## src/rtl/reversible_pkg.sv

```systemverilog
// Shared types and the XOR fan-out helper for reversible-logic pipelines.
// Default line widths and upper bounds for the fan-out helper live here.
package reversible_pkg;

  localparam int DEF_WIDTH   = 1;
  localparam int DEF_NTARGET = 2;

  localparam int MAX_W = 64;
  localparam int MAX_T = 16;
  localparam int MAX_B = MAX_W * MAX_T;

  localparam int WI_W = $clog2(MAX_W);
  localparam int TI_W = $clog2(MAX_T);
  localparam int BI_W = $clog2(MAX_B);

  typedef struct packed {
    logic [DEF_NTARGET-1:0]           en;
    logic [DEF_NTARGET*DEF_WIDTH-1:0] tgt;
    logic [DEF_WIDTH-1:0]             ctrl;
  } feynman_word_t;

  // Lane i of tgt is XORed with ctrl when en[i] is set; w and n are the
  // real lane width and lane count, anything above them passes through.
  function automatic logic [MAX_B-1:0] feynman_apply(
    input logic [MAX_W-1:0] ctrl,
    input logic [MAX_B-1:0] tgt,
    input logic [MAX_T-1:0] en,
    input int               w,
    input int               n
  );
    logic [MAX_B-1:0] r;
    r = tgt;
    for (int k = 0; k < MAX_B; k++) begin
      if (k < w * n) begin
        r[BI_W'(k)] = tgt[BI_W'(k)]
                    ^ (ctrl[WI_W'(k % w)] & en[TI_W'(k / w)]);
      end
    end
    return r;
  endfunction

endpackage

```

## src/rtl/feynman_fanout_pipe_stage.sv

```systemverilog
// Generic valid/ready register slice; accept and drain may share a cycle.
// Ready is purely combinational from the local valid and downstream ready.
module rev_pipe_stage
  import reversible_pkg::*;
#(
  parameter int DW = 1
) (
  input  logic          clk,
  input  logic          rst_n,
  input  logic          in_valid,
  output logic          in_ready,
  input  logic [DW-1:0] in_data,
  output logic          out_valid,
  input  logic          out_ready,
  output logic [DW-1:0] out_data
);

  assign in_ready = !out_valid || out_ready;

  always_ff @(posedge clk or negedge rst_n) begin
    if (!rst_n) begin
      out_valid <= 1'b0;
      out_data  <= '0;
    end else if (in_ready) begin
      out_valid <= in_valid;
      if (in_valid) out_data <= in_data;
    end
  end

endmodule

```

## src/rtl/feynman_fanout_pipe.sv

```systemverilog
// Two-stage multi-target Feynman (CNOT fan-out) gate with transfer counter.
// FEYNMAN_SELFCHECK_EN adds a sticky re-apply self-check on check_err.
module feynman_fanout_pipe
  import reversible_pkg::*;
#(
  parameter int WIDTH   = DEF_WIDTH,
  parameter int NTARGET = DEF_NTARGET,
  parameter int CNT_W   = 16
) (
  input  logic                     clk,
  input  logic                     rst_n,
  input  logic                     in_valid,
  output logic                     in_ready,
  input  logic [WIDTH-1:0]         in_ctrl,
  input  logic [NTARGET*WIDTH-1:0] in_tgt,
  input  logic [NTARGET-1:0]       in_en,
  output logic                     out_valid,
  input  logic                     out_ready,
  output logic [WIDTH-1:0]         out_ctrl,
  output logic [NTARGET*WIDTH-1:0] out_tgt,
  output logic                     busy,
  output logic [CNT_W-1:0]         xfer_count,
  output logic                     check_err
);

  localparam int TW = NTARGET * WIDTH;
  localparam int DW = NTARGET + TW + WIDTH;
`ifdef FEYNMAN_SELFCHECK_EN
  localparam int SW = TW + WIDTH + DW;
`else
  localparam int SW = TW + WIDTH;
`endif

  if (WIDTH < 1 || NTARGET < 1 || WIDTH > MAX_W || NTARGET > MAX_T)
  begin : g_bad_params
    $error("feynman_fanout_pipe: unsupported WIDTH/NTARGET");
  end

  logic          s1_valid;
  logic          s2_valid;
  logic          s2_ready;
  logic [DW-1:0] s1_data;
  logic [SW-1:0] s2_in;
  logic [SW-1:0] s2_data;
  logic [TW-1:0] s1_res;

  rev_pipe_stage #(.DW(DW)) u_s1 (
    .clk      (clk),
    .rst_n    (rst_n),
    .in_valid (in_valid),
    .in_ready (in_ready),
    .in_data  ({in_en, in_tgt, in_ctrl}),
    .out_valid(s1_valid),
    .out_ready(s2_ready),
    .out_data (s1_data)
  );

  assign s1_res = TW'(feynman_apply(
    MAX_W'(s1_data[WIDTH-1:0]),
    MAX_B'(s1_data[WIDTH +: TW]),
    MAX_T'(s1_data[DW-1 -: NTARGET]),
    WIDTH, NTARGET));

`ifdef FEYNMAN_SELFCHECK_EN
  assign s2_in = {s1_data, s1_res, s1_data[WIDTH-1:0]};
`else
  assign s2_in = {s1_res, s1_data[WIDTH-1:0]};
`endif

  rev_pipe_stage #(.DW(SW)) u_s2 (
    .clk      (clk),
    .rst_n    (rst_n),
    .in_valid (s1_valid),
    .in_ready (s2_ready),
    .in_data  (s2_in),
    .out_valid(s2_valid),
    .out_ready(out_ready),
    .out_data (s2_data)
  );

  assign out_valid = s2_valid;
  assign out_ctrl  = s2_data[WIDTH-1:0];
  assign out_tgt   = s2_data[WIDTH +: TW];
  assign busy      = s1_valid | s2_valid;

  always_ff @(posedge clk or negedge rst_n) begin
    if (!rst_n) begin
      xfer_count <= '0;
    end else if (s2_valid && out_ready) begin
      xfer_count <= xfer_count + 1'b1;
    end
  end

`ifdef FEYNMAN_SELFCHECK_EN
  // The gate is self-inverse: re-applying it must reproduce the source.
  logic [DW-1:0] src;
  logic [TW-1:0] redo;

  assign src  = s2_data[SW-1 -: DW];
  assign redo = TW'(feynman_apply(
    MAX_W'(out_ctrl),
    MAX_B'(out_tgt),
    MAX_T'(src[DW-1 -: NTARGET]),
    WIDTH, NTARGET));

  always_ff @(posedge clk or negedge rst_n) begin
    if (!rst_n) begin
      check_err <= 1'b0;
    end else if (s2_valid &&
                 (redo != src[WIDTH +: TW] ||
                  out_ctrl != src[WIDTH-1:0])) begin
      check_err <= 1'b1;
    end
  end
`else
  assign check_err = 1'b0;
`endif

endmodule
```

## config.mk

```make
export PLATFORM = sky130hd
export DESIGN_NAME = feynman_fanout_pipe
export DESIGN_NICKNAME = d
export VERILOG_FILES = /design/src/rtl/reversible_pkg.sv /design/src/rtl/feynman_fanout_pipe_stage.sv /design/src/rtl/feynman_fanout_pipe.sv
export SDC_FILE = /design/constraint.sdc
export NUM_CORES = 1
export LEC_CHECK = 0
export CAP_MARGIN = 20
export CORE_MARGIN = 2
export CORE_UTILIZATION = 46
export DETAILED_ROUTE_END_ITERATION = 10
export PLACE_DENSITY_LB_ADDON = 0.08
export SYNTH_ARGS = -nofsm -noshare
export SYNTH_HDL_FRONTEND = slang
export SYNTH_SLANG_ARGS = --single-unit
```

## constraint.sdc

```tcl
create_clock -name clk -period 1.61 [get_ports clk]
set_clock_uncertainty 0.15 [all_clocks]
set_input_delay 0.2415 -clock clk [delete_from_list [all_inputs] [get_ports clk]]
set_output_delay 0.2415 -clock clk [all_outputs]
set_load 0.02 [all_outputs]
```

==> flow_metrics.env <==
export IMPL_status="finished, final reports clean"
export IMPL_clk_latency_ns=0.31
export IMPL_irDropWorstVdd_uv=816
export IMPL_synth_cell_area_um2=1120
export IMPL_power_density_nw_per_um2=1150
export IMPL_grt_usage_pct=17.2
export IMPL_p_clk_share_pct=15.7
export IMPL_gp_congestion=0.697
export IMPL_clock_path_buffers=2
export IMPL_fin_nets=144
export IMPL_synth_seq_cells=26
export IMPL_synthXorXnorAreaFrac_pct=13.3
export IMPL_cts_tree="built"
export IMPL_drv_cap=0
export IMPL_grt_start_max_net_pins=27
export IMPL_ant_nets=0
export IMPL_fp_dieW_um=53.3
export IMPL_netlist_area_leader_share_pct=58.2
export IMPL_drive_gt1_share_pct=23.3
export IMPL_ios=32
export IMPL_wirelength_mm=2.06
export IMPL_cts_root_buffer="clkbuf_4"
export IMPL_p_sw_mw=0.619
export IMPL_slew_viol_final=0
export IMPL_p_seq_share_pct=49.5
export IMPL_crit_type="reg -> out"
export IMPL_syn_nets=99
export IMPL_vias=774
export IMPL_synth_compound_area_share_pct=0.895
export IMPL_overflow=0
export IMPL_period_minus_slack_ns=1.55
export IMPL_path_clk_slew_ns=0.14
export IMPL_area_delta_synth_final_pct=37.6
export IMPL_io_buffers=30
export IMPL_yosysTopAreaCell="dfrtp_1"
export IMPL_first_global_vias=796
export IMPL_design_core_area_um2=2250
export IMPL_dieHeight_um=53.3
export IMPL_post_dp_hpwl_mm=1.52
export IMPL_cp_max_fo=4
export IMPL_initialDrtViolationCount=2
export IMPL_syn_avg_cell_area_um2=12.6
export IMPL_power_leakage_nw=0.768
export IMPL_synth_area_leaders="dfrtp_1 (58%), xnor2_1 (8.6%), mux2_2 (7.0%)"
export IMPL_rsz0062_at_grt="false"
export IMPL_first_pass_iters=2
export IMPL_hold_buffers=0
export IMPL_swShare_pct=34.9
export IMPL_hold_path_class="in -> async"
export IMPL_placementRows=17
export IMPL_initial_core_util_pct=49.6
export IMPL_period_share_pct=96.0
export IMPL_synthAdderAreaFrac_pct=1.12
export IMPL_synthMuxAreaShare_pct=7.05
export IMPL_syn_inst=89
export IMPL_synth_cell_type_count=24
export IMPL_whs_ns=0.126
export IMPL_p_int_mw=1.15
export IMPL_yosys_area_share_simple_pct=18.5
export IMPL_numClockSinks=26
export IMPL_cts_buffers=3
export IMPL_synth_warnings=0
export IMPL_wl_per_cell_um=12.8
export IMPL_antenna_found_initial=0
export IMPL_cp_required_ns=1.22
export IMPL_p_comb_share_pct=34.8
export IMPL_setup_viol=0
export IMPL_arrival_ns=1.15
export IMPL_crit_path_end_kind="output port"
export IMPL_r2r_slack_ns=0.09
export IMPL_max_freq_mhz=647
export IMPL_die_area_um2=2840
export IMPL_synth_top_family_by_area="simple AND/OR/NAND/NOR gates"
export IMPL_startpoint_type="register"
export IMPL_cts_max_level=1
export IMPL_post_route_util_pct=68.3
export IMPL_diodes=0
export IMPL_yosysSeqAreaShare_pct=58.2
export IMPL_hold_viol_final=0
export IMPL_post_route_drc_count=0
export IMPL_grt_pass1_wl_mm=3.51
export IMPL_post_drt_via_cell_ratio=4.81
## cell families (layout without fill, tap and decap cells)
| kind of cell | Yosys count | in the layout |
|---|---|---|
| other | 1 | 1 |
| DFF | 26 | 26 |
| and+or+nand+nor | 34 | 34 |
| xor gates and xnor gates | 17 | 17 |
| buffers and inverters | 1 | 45 |
| adders and majority gates | 1 | 1 |
| muxes | 7 | 7 |
| AOI/OAI and AO/OA | 2 | 2 |
## Yosys cell counts
| cell type | number |
|---|---|
| nand3_1 | 2 |
| nand2b_1 | 3 |
| buf_4 | 1 |
| nand4_1 | 2 |
| nor3_2 | 1 |
| and2_0 | 1 |
| mux2_2 | 7 |
| conb_1 | 1 |
| nand3_2 | 1 |
| dfrtp_1 | 26 |
| a21oi_1 | 2 |
| nor4_4 | 1 |
| xor2_1 | 6 |
| nand3b_1 | 1 |
| nand4_2 | 1 |
| nor2_1 | 4 |
| nor3_1 | 1 |
| and3_1 | 3 |
| nand2_2 | 1 |
| or2_2 | 1 |
| xnor2_1 | 11 |
| nand2_1 | 10 |
| ha_1 | 1 |
| and4_1 | 1 |
## flip-flops by register name, summed over array words and instances (netlist names)
| signal | count |
|---|---|
| u_s1.out_data | 5 |
| u_s1.out_valid | 1 |
| u_s2.out_data | 3 |
| u_s2.out_valid | 1 |
| xfer_count | 16 |
## critical path, cell delays in order, from the launching register on
cell     delay [ns]
dfrtp_2        0.45
or2_4          0.25
buf_6          0.13
## area by class of cell
class                           instances  area (um^2)
Sequential cell                        26          652
Clock buffer                            4         26.3
Timing Repair Buffer                   41          354
Tap cell                               28         35.0
Multi-Input combinational cell         62          472
Fill cell                             209          716
## what timing repair did
action	4_1_cts	5_1_grt
setup endpoints to repair	22	5
gates resized for setup	26	6
buffers inserted	0	1
pin swaps	0	1
## power groups by stage
| stage | clock network (mW) | registers [mW] | logic, mW |
|---|---|---|---|
| after detailed placement | 0 | 0.897 | 0.660 |
| after CTS | 0.298 | 0.882 | 0.593 |
| after global routing | 0.308 | 0.895 | 0.685 |
| after floorplan | 0 | 1.01 | 0.215 |
| final | 0.279 | 0.876 | 0.616 |
| after global placement | 0 | 0.889 | 0.652 |
## through the flow
step	power, mW	setup TNS (ns)	worst slack (ns)	std cells	area [um^2]
2_1_floorplan	1.23	0	0.0413	89	1120
3_3_place_gp	1.54	-2.71	-0.212	156	1520
3_5_place_dp	1.56	-3.50	-0.237	156	1520
4_1_cts	1.77	-0.0167	-0.0167	160	1520
5_1_grt	1.89	0	0.00645	161	1540
6_report	1.77	0	0.0638	161	1540
## path summary, 6_finish.rpt
check                      cells after the start                to            from
hold reg to reg                                1    xfer_count[15]  xfer_count[15]
setup / recovery                               2              busy  u_s2.out_valid
setup reg to reg                               5    xfer_count[13]  u_s2.out_valid
min in group clk                               1    xfer_count[15]  xfer_count[15]
hold / removal                                 2  u_s2.out_data[1]           rst_n
max in group asynchronous                      2    u_s2.out_valid           rst_n
## placed cells by master, fill, tap and decap left out, drive strengths merged, types with 2 or more instances in the layout
cell / instances
mux2: 7
xnor2: 11
nor2: 4
clkdlybuf4s50: 8
a21oi: 2
nand2: 11
clkbuf: 5
nand4: 3
xor2: 6
dlygate4sd2: 20
nand3: 3
buf: 12
and3: 3
nand2b: 3
nor3: 2
dfrtp: 26
## routing by layer
layer / part of all wire [%] / track usage, %
met5: 0 / 0
met2: 50 / 29.0
met1: 46 / 21.3
met3: 3.7 / 2.82
met4: 0.44 / 7.69
Power figures use the tool's default switching activity.
